<file path="src/rtl/perf_counter_ctrl_pkg.sv">
// Shared LC-3b types plus performance-counter window definitions.
package lc3b_types;

  localparam int unsigned WORD_W = 16;

  typedef logic [WORD_W-1:0] lc3b_word;
  typedef logic [2:0]        lc3b_perf_idx;

  // Counter window base; the window covers PERF_BASE .. PERF_BASE+7.
  localparam lc3b_word       PERF_BASE    = 16'hFFF8;
  localparam int unsigned    PERF_NUM_CNT = 8;

  typedef enum logic {
    PERF_IDLE    = 1'b0,
    PERF_RESPOND = 1'b1
  } perf_ctrl_state_t;

  typedef enum logic {
    PERF_OP_READ  = 1'b0,
    PERF_OP_WRITE = 1'b1
  } perf_op_t;

  // Counter index assignment within the window.
  typedef enum lc3b_perf_idx {
    PERF_ICACHE_HIT    = 3'd0,
    PERF_ICACHE_MISS   = 3'd1,
    PERF_DCACHE_HIT    = 3'd2,
    PERF_DCACHE_MISS   = 3'd3,
    PERF_L2_HIT        = 3'd4,
    PERF_L2_MISS       = 3'd5,
    PERF_BRANCH        = 3'd6,
    PERF_BR_MISPREDICT = 3'd7
  } perf_cnt_id_t;

endpackage

</file>
<file path="src/rtl/perf_counter_ctrl_counter.sv">
// Single performance counter: per-cycle increment with software load.
// Build option: define PERF_SATURATE_EN to saturate at all-ones instead of wrapping.
module perf_counter #(
  parameter int unsigned CNT_W = 16
) (
  input  logic             clk,
  input  logic             rst_n,
  input  logic             inc,
  input  logic             load,
  input  logic [CNT_W-1:0] load_data,
  output logic [CNT_W-1:0] count
);

  // Load beats increment; increment either wraps or saturates.
  always_ff @(posedge clk or negedge rst_n) begin
    if (!rst_n) begin
      count <= '0;
    end else if (load) begin
      count <= load_data;
    end else if (inc) begin
`ifdef PERF_SATURATE_EN
      if (count != '1) begin
        count <= count + CNT_W'(1);
      end
`else
      count <= count + CNT_W'(1);
`endif
    end
  end

endmodule

</file>
<file path="src/rtl/perf_counter_ctrl.sv">
// Performance counter window controller between the CPU data port and the
// cache hierarchy. Window hits are served locally with a one-cycle response;
// everything else passes through. Build option: PERF_SATURATE_EN (counters
// saturate at 0xFFFF instead of wrapping).
module perf_counter_ctrl
  import lc3b_types::*;
#(
  parameter lc3b_word    BASE_ADDR = PERF_BASE,
  parameter int unsigned NUM_CNT   = PERF_NUM_CNT,
  parameter int unsigned CNT_W     = WORD_W
) (
  input  logic               clk,
  input  logic               rst_n,
  input  logic [NUM_CNT-1:0] event_inc,
  input  logic               mem_read,
  input  logic               mem_write,
  input  lc3b_word           mem_address,
  input  lc3b_word           mem_wdata,
  output lc3b_word           mem_rdata,
  output logic               mem_resp,
  output logic               pass_read,
  output logic               pass_write,
  output lc3b_word           pass_address,
  output lc3b_word           pass_wdata,
  input  lc3b_word           pass_rdata,
  input  logic               pass_resp
);

  perf_ctrl_state_t state_q, state_d;

  logic             hit;
  lc3b_perf_idx     idx;
  logic             accept;
  logic [NUM_CNT-1:0] load;
  logic [CNT_W-1:0] cnt [NUM_CNT];

  lc3b_word         rdata_q;
  lc3b_perf_idx     idx_q;
  perf_op_t         op_q;

  // Window decode on the live CPU address.
  assign hit = (mem_address[15:3] == BASE_ADDR[15:3]);
  assign idx = mem_address[2:0];

  // Address and write data always flow downstream unchanged.
  assign pass_address = mem_address;
  assign pass_wdata   = mem_wdata;

  // State register.
  always_ff @(posedge clk or negedge rst_n) begin
    if (!rst_n) begin
      state_q <= PERF_IDLE;
    end else begin
      state_q <= state_d;
    end
  end

  // Next state, accept strobe and CPU/downstream port muxing.
  always_comb begin
    state_d    = state_q;
    accept     = 1'b0;
    pass_read  = mem_read & ~hit;
    pass_write = mem_write & ~hit;
    mem_resp   = pass_resp;
    mem_rdata  = pass_rdata;
    case (state_q)
      PERF_IDLE: begin
        if (hit) begin
          mem_resp  = 1'b0;
          mem_rdata = rdata_q;
          if (mem_read | mem_write) begin
            accept  = 1'b1;
            state_d = PERF_RESPOND;
          end
        end
      end
      PERF_RESPOND: begin
        mem_resp  = 1'b1;
        mem_rdata = rdata_q;
        state_d   = PERF_IDLE;
      end
      default: begin
        state_d = PERF_IDLE;
      end
    endcase
  end

  // Capture the accepted request; reads sample the pre-increment count.
  always_ff @(posedge clk or negedge rst_n) begin
    if (!rst_n) begin
      rdata_q <= '0;
      idx_q   <= '0;
      op_q    <= PERF_OP_READ;
    end else if (accept) begin
      idx_q <= idx;
      op_q  <= mem_write ? PERF_OP_WRITE : PERF_OP_READ;
      if (!mem_write) begin
        rdata_q <= WORD_W'(cnt[idx]);
      end
    end
  end

  // Latched request is kept for debug visibility only.
  logic perf_unused;
  assign perf_unused = ^{idx_q, op_q};

  // One counter per event line; a write targets exactly one of them.
  for (genvar i = 0; i < NUM_CNT; i++) begin : g_cnt
    assign load[i] = accept & mem_write & (idx == lc3b_perf_idx'(i));

    perf_counter #(
      .CNT_W (CNT_W)
    ) u_cnt (
      .clk       (clk),
      .rst_n     (rst_n),
      .inc       (event_inc[i]),
      .load      (load[i]),
      .load_data (CNT_W'(mem_wdata)),
      .count     (cnt[i])
    );
  end

endmodule

</file>
<file path="config.mk">
export PLATFORM = sky130hd
export DESIGN_NAME = perf_counter_ctrl
export DESIGN_NICKNAME = d
export VERILOG_FILES = /design/src/rtl/perf_counter_ctrl_pkg.sv /design/src/rtl/perf_counter_ctrl_counter.sv /design/src/rtl/perf_counter_ctrl.sv
export SDC_FILE = /design/constraint.sdc
export NUM_CORES = 1
export LEC_CHECK = 0
export CAP_MARGIN = 0
export CORE_MARGIN = 8
export CORE_UTILIZATION = 51
export CTS_CLUSTER_DIAMETER = 40
export DETAILED_ROUTE_END_ITERATION = 8
export PLACE_DENSITY = 0.74
export REMOVE_ABC_BUFFERS = 1
export SLEW_MARGIN = 30
export SYNTH_ARGS = -nofsm -noshare
export SYNTH_HDL_FRONTEND = slang
export SYNTH_SLANG_ARGS = --single-unit
</file>
<file path="constraint.sdc">
create_clock -name clk -period 5.9 [get_ports clk]
set_clock_uncertainty 0.2 [all_clocks]
set_input_delay 0.59 -clock clk [delete_from_list [all_inputs] [get_ports clk]]
set_output_delay 0.59 -clock clk [all_outputs]
set_load 0.005 [all_outputs]
</file>
==> metrics.csv <==
metric,value,unit
grt_use_total,22.3,%
vias,7315,
synth-main-ff-cell,dfrtp_1,
synth_cells,959,
grt_pass1_vias,7327,
synth.top_cell.area_share,40.4,%
path_cells,"clkdlybuf4s50_1, nand4_1, nor4_4, or2_1, mux2_1, clkdlybuf4s50_1",
r2r-start,state_q$_DFF_PN0_,
critPathSlowestCell,or2_1,
cts_setup_buffers,0,
synth_edf_count,0,
crit_buf_inv,2,
grt_util_met2,35.8,%
power_frac_comb,22.7,%
fin_util,61.0,%
power.share.switching,31.9,%
irDropWorstVdd,0.000224,V
critPathLaunchType,input pin,
n_antenna_cell,0,
fin_nets,1072,
setup_violations,0,
status,"complete, no violations",
relSlewSlack,34.6,%
hold_buffers,1,
syn_to_final_growth,17.3,%
fillers,1424,
dp_hpwl,17600,µm
critPathMaxStageDelay,0.73,ns
holdPathEnd,rdata_q[8]$_DFFE_PN0P_,
crit_top_cell,clkdlybuf4s50_1,
insertion_delay,0.43,ns
arrival,3.37,ns
first_pass_iters,5,
worst_pin_slew,0.981,ns
htreeDepth,4,
place_congestion,0.844,
grtUsageMet3,4.53,%
grt-busiest-layer,met2,
syn-cell-area,8970,µm²
synth.distinct_cells,43,
crit_required,5.11,ns
hold_viol_final,0,
drive_gt1_share,8.17,%
start_util,52.0,%
cts_resized,0,
power_leakage,4.24,nW
layout.cells.most_common_list,"nor2_1, dfrtp_1, a21oi_1",
use_met1,28.9,%
layout_commonest_cell,nor2_1,
cts_root_buffer,clkbuf_16,
cts_buffer_depth,2,
r2r_slack,3.57,ns
wl_per_cell,19.2,µm
cts_tree,yes,
ys.warnings.count,0,
grt_pass1_wl,38900,µm
p_clk_share,32.4,%
drt-total-wl,23800,µm
vias_per_cell,5.89,
synthArstFlopShare,100,%
final.setup.tns,0,ns
detail-route-antenna-nets,0,
p_int,0.00225,W
crit_path_end_kind,output pin,
seq_power_share,44.9,%
drcViolationCount,0,
slew_violations,0,
drt_iter0_drc,697,
rr_worst_depth,5,
ys_ff_latch,145,
p_sw,0.00105,W
fmax,240,MHz
die_w,149,µm
crit_fanout,16,
cp_top_family,simple AND/OR/NAND/NOR gates,
whs_path_depth,2,
period_minus_slack,4.16,ns
core,17200,µm²
worst_hold_path_type,reg2reg,
rsz0062_at_grt,false,
post_synth_main_area_contributors,"dfrtp_1, mux4_2, a21oi_1, nor2_1, xnor2_1",
yosysTopAreaCell,dfrtp_1,
power.density,314,nW/µm²
crit_type,in2out,
cap_violations,0,
hold_start,rdata_q[8]$_DFFE_PN0P_,
cts.sinks,145,
yosysSeqAreaShare,40.4,%
boundaryPins,112,
synth.avg_cell_area,9.35,µm²
fin_crit_sh,70.5,%
fp-row-count,48,
fp.dieH,149,µm
grt_overflow,0,
io_buffers,111,
numCtsBuffers,17,
grt_max_degree,60,
die-area,22100,µm²
clk_pin_slew_worst_paths,0.06,ns
antenna_found_initial,0,
reg2reg_to,g_cnt[5].u_cnt.count[10]$_DFFE_PN0P_,
==> state kept, by name (all words and copies together), names as in the netlist <==
signal,cells
g_cnt.u_cnt.count,128
rdata_q,16
state_q,1
==> worst min-delay path: cells and delay by family, from the launching register on <==
kind,cells,cell delay [ns]
AOI/OAI and AO/OA,1,0.06
and+or+nand+nor,1,0.05
DFF,1,0.34
==> stage by stage <==
step | area, µm² | setup slack, ns | cells | total power [W] | hold slack, ns
after floorplan | 8460 | 3.08 | 866 | 0.00191 | 0.0944
after global placement | 9880 | 1.79 | 1207 | 0.00220 | 0.266
after detailed placement | 9920 | 1.73 | 1208 | 0.00224 | 0.276
after CTS | 10500 | 1.73 | 1241 | 0.00331 | 0.289
after global routing | 10500 | 1.53 | 1241 | 0.00347 | 0.319
final | 10500 | 1.74 | 1241 | 0.00331 | 0.285
==> cells in the mapped netlist (2+ instances only) <==
cell	instances
nor2_1	154
dfrtp_1	145
a21oi_1	126
xnor2_1	62
nand2_1	61
xor2_1	58
nand4_1	44
nand3_1	39
clkbuf_1	34
buf_4	33
mux4_2	30
mux2i_1	24
nor4_1	23
mux2_1	16
nor3_1	16
o21ai_1	16
clkbuf_2	15
inv_1	12
buf_2	9
ha_1	8
and3_1	7
and4_1	3
mux4_1	2
nor2b_1	2
nor4_2	2
==> per-layer routing <==
metal,routed length (µm),vias to the layer above
li1,-,3427
met1,10400,3546
met2,11200,296
met3,1660,46
met4,574,0
met5,0,-
==> final cells by class <==
cell class	count	area, µm²	share of cell area [%]
Sequential cell	145	3630	34.5
Timing Repair Buffer	118	1180	11.2
Clock buffer	27	503	4.78
Multi-Input combinational cell	708	4810	45.7
Inverter	13	48.8	0.464
Clock inverter	5	75.1	0.713
Tap cell	225	282	2.68
==> logic make-up after synthesis <==
group           after synthesis  share of synthesized area, %
xor+xnor                    120                          11.7
fa+ha+maj                     8                          1.12
buf+inv                     106                          6.23
compound gates              144                          8.10
flops                       145                          40.4
simple gates                363                          19.5
mux                          73                          12.9
==> power groups by stage <==
stage	Clock, W	Sequential [W]	Combinational [W]
finish	0.00107	0.00148	0.000750
detailed placement	0	0.00149	0.000744
CTS	0.00108	0.00148	0.000755
floorplan	0	0.00140	0.000503
global route	0.00112	0.00151	0.000833
global placement	0	0.00149	0.000717
==> worst max-delay path by stage <==
stage | from | to | slack (ns) | cells after the start
3_5_place_dp | mem_address[12] | mem_rdata[7] | 1.73 | 6
5_1_grt | mem_address[11] | mem_rdata[7] | 1.53 | 6
6_report | mem_address[10] | mem_rdata[7] | 1.74 | 6
3_3_place_gp | mem_address[12] | mem_rdata[7] | 1.79 | 6
4_1_cts | mem_address[10] | mem_rdata[7] | 1.73 | 6
2_1_floorplan | mem_address[12] | mem_rdata[0] | 3.08 | 4
Note: power is estimated with default switching activity, not from simulation.
